**config.mk**
```make
export PLATFORM = sky130hd
export DESIGN_NAME = uart_tx
export DESIGN_NICKNAME = d
export VERILOG_FILES = /design/src/rtl/uart_tx.sv
export SDC_FILE = /design/constraint.sdc
export NUM_CORES = 1
export LEC_CHECK = 0
export CORE_MARGIN = 2
export CORE_UTILIZATION = 35
export CTS_CLUSTER_DIAMETER = 100
export CTS_CLUSTER_SIZE = 14
export DETAILED_ROUTE_END_ITERATION = 8
export MAX_ROUTING_LAYER = met4
export SYNTH_ARGS = -nofsm -noshare
export SYNTH_HDL_FRONTEND = slang
export SYNTH_SLANG_ARGS = --single-unit
```
**constraint.sdc**
```tcl
create_clock -name clk -period 2.4 [get_ports clk]
set_clock_uncertainty 0.1 [all_clocks]
set_input_delay 0.48 -clock clk [delete_from_list [all_inputs] [get_ports clk]]
set_output_delay 0.48 -clock clk [all_outputs]
set_load 0.02 [all_outputs]
```
**src/rtl/uart_tx.sv**
```systemverilog
`default_nettype none
// ============================================================================
//  Module      : uart_tx
//  Description : Oversampled UART transmitter. Sends start bit, DBIT data
//                bits LSB-first, an optional even-parity bit and a stop bit of
//                SB_TICK ticks. Bit timing comes from a 16x s_tick strobe.
//                Optional feature macro: UART_TX_PARITY_EN (parity bit).
//  Revision    : 1.0 - initial release
// ============================================================================
module uart_tx #(
    parameter int DBIT    = 8,
    parameter int SB_TICK = 16
) (
    input  logic            clk,
    input  logic            reset,
    input  logic            s_tick,
    input  logic            tx_start,
    input  logic [DBIT-1:0] tx_din,
    output logic            tx_ready,
    output logic            tx_done_tick,
    output logic            tx
);

    localparam int               c_BCW            = (DBIT > 1) ? $clog2(DBIT) : 1;
    localparam logic [c_BCW-1:0] c_LAST_BIT       = c_BCW'(DBIT - 1);
    localparam logic [4:0]       c_BIT_LAST_TICK  = 5'd15;
    localparam logic [4:0]       c_STOP_LAST_TICK = 5'(SB_TICK - 1);

    typedef enum logic [2:0] {
        S_IDLE   = 3'd0,
        S_START  = 3'd1,
        S_DATA   = 3'd2,
`ifdef UART_TX_PARITY_EN
        S_PARITY = 3'd3,
`endif
        S_STOP   = 3'd4
    } state_t;

    state_t           r_state;
    state_t           w_state_next;
    logic [4:0]       r_tick;
    logic [4:0]       w_tick_next;
    logic [c_BCW-1:0] r_bit;
    logic [c_BCW-1:0] w_bit_next;
    logic [DBIT-1:0]  r_shift;
    logic [DBIT-1:0]  w_shift_next;
    logic             r_tx;
    logic             w_tx_next;
    logic             w_done;
`ifdef UART_TX_PARITY_EN
    logic             r_par;
    logic             w_par_next;
`endif

    // State, counters, shift register and the registered serial line.
    always_ff @(posedge clk or posedge reset) begin
        if (reset) begin
            r_state <= S_IDLE;
            r_tick  <= '0;
            r_bit   <= '0;
            r_shift <= '0;
            r_tx    <= 1'b1;
`ifdef UART_TX_PARITY_EN
            r_par   <= 1'b0;
`endif
        end else begin
            r_state <= w_state_next;
            r_tick  <= w_tick_next;
            r_bit   <= w_bit_next;
            r_shift <= w_shift_next;
            r_tx    <= w_tx_next;
`ifdef UART_TX_PARITY_EN
            r_par   <= w_par_next;
`endif
        end
    end

    // Next-state logic; the line level is derived from the next state so that
    // every bit change lands on the edge that follows the qualifying tick.
    always_comb begin
        w_state_next = r_state;
        w_tick_next  = r_tick;
        w_bit_next   = r_bit;
        w_shift_next = r_shift;
        w_done       = 1'b0;
        w_tx_next    = 1'b1;
`ifdef UART_TX_PARITY_EN
        w_par_next   = r_par;
`endif

        case (r_state)
            S_IDLE: begin
                if (tx_start) begin
                    w_state_next = S_START;
                    w_tick_next  = '0;
                    w_bit_next   = '0;
                    w_shift_next = tx_din;
`ifdef UART_TX_PARITY_EN
                    // Parity is taken from the word as latched, since the
                    // shift register is consumed while sending.
                    w_par_next   = ^tx_din;
`endif
                end
            end
            S_START: begin
                if (s_tick) begin
                    if (r_tick == c_BIT_LAST_TICK) begin
                        w_state_next = S_DATA;
                        w_tick_next  = '0;
                    end else begin
                        w_tick_next  = r_tick + 5'd1;
                    end
                end
            end
            S_DATA: begin
                if (s_tick) begin
                    if (r_tick == c_BIT_LAST_TICK) begin
                        w_tick_next  = '0;
                        w_shift_next = r_shift >> 1;
                        if (r_bit == c_LAST_BIT) begin
`ifdef UART_TX_PARITY_EN
                            w_state_next = S_PARITY;
`else
                            w_state_next = S_STOP;
`endif
                        end else begin
                            w_bit_next   = r_bit + 1'b1;
                        end
                    end else begin
                        w_tick_next  = r_tick + 5'd1;
                    end
                end
            end
`ifdef UART_TX_PARITY_EN
            S_PARITY: begin
                if (s_tick) begin
                    if (r_tick == c_BIT_LAST_TICK) begin
                        w_state_next = S_STOP;
                        w_tick_next  = '0;
                    end else begin
                        w_tick_next  = r_tick + 5'd1;
                    end
                end
            end
`endif
            S_STOP: begin
                if (s_tick) begin
                    if (r_tick == c_STOP_LAST_TICK) begin
                        w_done       = 1'b1;
                        w_state_next = S_IDLE;
                        w_tick_next  = '0;
                    end else begin
                        w_tick_next  = r_tick + 5'd1;
                    end
                end
            end
            default: begin
                w_state_next = S_IDLE;
            end
        endcase

        case (w_state_next)
            S_START:  w_tx_next = 1'b0;
            S_DATA:   w_tx_next = w_shift_next[0];
`ifdef UART_TX_PARITY_EN
            S_PARITY: w_tx_next = w_par_next;
`endif
            default:  w_tx_next = 1'b1;
        endcase
    end

    assign tx           = r_tx;
    assign tx_ready     = (r_state == S_IDLE);
    assign tx_done_tick = w_done;

endmodule
`default_nettype wire

```
==> flow_metrics.py <==
metrics = {
    "setup_path": {
        "rr_endpoint": "r_bit[0]",
        "r2r_slack_ns": 0.37,
        "critPathRequiredTime_ns": 1.82,
        "path_max_fanout": 13,
        "start_kind": "register",
        "cp-end-kind": "output port",
        "r2r.worst_path.cells": 5,
        "critical_path_class": "reg -> out",
        "cp_data_arrival_time_ns": 1.67,
        "r2r-start": "r_state[2]",
    },
    "clock_network": {
        "ctsHoldBuffers": 0,
        "clock_latency_ns": 0.29,
        "cts_root_buf": "clkbuf_4",
        "cts_tree": "done",
        "htreeDepth": 1,
        "cts_buffers": 3,
        "path_clk_slew_ns": 0.12,
        "cts.sinks": 20,
        "clock_path_buffers": 2,
        "post_cts_buffers": 0,
    },
    "grt": {
        "antenna_found_initial": 0,
        "grt_pass1_wl_um": 3774,
        "grt_max_degree": 21,
        "overflow": 0,
        "grt_pass1_vias": 864,
        "grt_usage_pct": 14.68,
    },
    "logic_synthesis": {
        "yosys_most_used_dff": "dfrtp_1",
        "synth-seq-area-share_pct": 46.85,
        "synth_cell_types": 42,
        "synth_nets": 112,
        "yosys_warnings": 0,
        "syn_area_per_cell_um2": 11.04,
        "postSynthCellCount": 97,
        "synth-async-reset-ratio_pct": 100.0,
        "synth_edf_count": 0,
        "ys_seq_elements": 20,
        "synth_area_um2": 1071,
    },
    "placement": {
        "place_ws_ns": -0.09068,
        "dp.final_hpwl_um": 1668,
        "place_congestion": 0.7455,
        "io_buffers": 14,
    },
    "layout": {
        "finalNetCount": 139,
        "area_growth_pct": 25.70,
        "fillers": 267,
        "drive_gt1_share_pct": 19.51,
        "diodes": 0,
        "fin_util_pct": 45.21,
    },
    "floorplanning": {
        "num_rows": 20,
        "die_area_um2": 3518,
        "ioPinCount": 15,
        "die_y_um": 59.32,
        "core-area_um2": 2978,
        "start_util_pct": 35.97,
        "die_width_um": 59.32,
    },
    "sta": {
        "layout_setup_ws_ns": 0.1508,
        "slew_headroom_pct": 63.69,
        "period_share_pct": 93.72,
        "slew_violations": 0,
        "min_period_ns": 2.249,
        "rsz0062_at_grt": "false",
        "tightest_slew_ns": 0.5390,
        "max_freq_mhz": 444.6,
        "setup_viol": 0,
        "finalHoldViolCount": 0,
        "fin_hold_ws_ns": 0.3924,
    },
    "power_and_ir_drop": {
        "vdd_drop_max_v": 0.0003795,
        "powerDensity_nw_per_um2": 851.3,
        "power_uw": 1146,
        "p_leak_uw": 0.0006103,
    },
    "route": {
        "final_antenna_net_count": 0,
        "drt_wl_total_um": 2218,
        "drt_iter0_markers": 25,
        "drt_first_pass_iters": 4,
        "wl_per_cell_um": 14.22,
        "post-route-drc-count": 0,
        "viasPerCell": 5.327,
        "vias": 831,
    },
    "outcome": {
        "status": "finished, final reports clean",
    },
    "hold_path": {
        "hold_path.class": "in -> async",
    },
    "run": {
        "cap_violations": 0,
    },
}
[worst max-delay path, cell delays in order, from the launching register on]
cell and delay [ns]:
dfrtp_1 0.52, nor3_1 0.22, clkdlybuf4s50_1 0.63
[power breakdown]
part           internal, uW  switching (uW)
clock network          64.5            98.4
logic                   258             204
registers               448            73.5
[flip-flops by register name, summed over array words and instances, names as in the netlist]
| name | cells |
|---|---|
| r_bit | 3 |
| r_shift | 8 |
| tx | 1 |
| r_state | 3 |
| r_tick | 5 |
[cell usage after synthesis, types with 2 or more instances]
library cell | count | area (um^2)
a21bo_1 | 2 | 20.02
a21oi_1 | 2 | 10.01
a221o_1 | 6 | 60.06
a31oi_1 | 2 | 12.51
and2_1 | 2 | 12.51
buf_2 | 2 | 10.01
clkbuf_1 | 2 | 7.510
dfrtp_1 | 19 | 475.5
ha_1 | 3 | 37.54
inv_1 | 5 | 18.77
nand2_1 | 6 | 22.52
nand3_1 | 2 | 10.01
nand4_1 | 3 | 18.77
nor2_1 | 2 | 7.510
nor2b_1 | 6 | 37.54
nor3_1 | 3 | 15.01
nor3b_1 | 2 | 15.01
o211ai_1 | 2 | 15.01
o21ai_0 | 3 | 15.01
[layout make-up]
class                           instances  area [um^2]  area share, %
Inverter                                5        18.77          1.394
Clock buffer                            4        26.28          1.952
Sequential cell                        20        501.7          37.27
Timing Repair Buffer                   26        225.2          16.73
Tap cell                               33        41.29          3.067
Multi-Input combinational cell         68        533.0          39.59
[per-layer routing]
layer,global-route usage (%),vias up,routed length [um]
li1,-,423,-
met1,19.23,392,1102
met2,22.92,14,1021
met3,1.965,2,78
met4,5.844,0,15
met5,-,-,0
[placed cells by master (no fill, tap or decap), types with 2 or more instances in the layout]
cell,count
o21ai_0,3
nor2b_1,6
nand3_1,2
ha_1,3
nor3_1,3
and2_1,2
dfrtp_1,19
clkbuf_4,3
a21oi_1,2
buf_4,12
nor2_1,2
clkdlybuf4s50_1,13
o211ai_1,2
a21bo_1,2
nor3b_1,2
nand2_1,6
a31oi_1,2
inv_1,5
nand4_1,3
a221o_1,6
[how the worst max path moves through the flow]
stage | startpoint | end | slack (ns)
after floorplan | r_tick[0] | tx_done_tick | 0.01
after global placement | s_tick | tx_done_tick | -0.1
after detailed placement | s_tick | tx_done_tick | -0.09
after CTS | r_tick[1] | tx_done_tick | 0.05
after global routing | r_tick[1] | tx_done_tick | 0.008
final | r_state[2] | tx_ready | 0.15
[kinds of logic after synthesis]
family                   synth area share, %
AND/OR/NAND/NOR                        22.43
flip-flops                             46.85
buffers and inverters                  3.388
multiplexers                           2.453
AO/OA/AOI/OAI                          20.56
adder cells (fa/ha/maj)                3.505
XOR/XNOR                              0.8179
[stage by stage]
step	cells	area (um^2)	setup TNS, ns
2_1_floorplan	97	1071	0
3_3_place_gp	152	1325	-0.09797
3_5_place_dp	152	1325	-0.09068
4_1_cts	156	1350	0
5_1_grt	156	1346	0
6_report	156	1346	0
[what timing repair did]
| item | 4_1_cts | 5_1_grt |
|---|---|---|
| endpoints found under the setup margin | 1 | 1 |
| gates resized for setup | 1 | 3 |
| pin swaps | 0 | 0 |
Power figures use the tool's default switching activity.
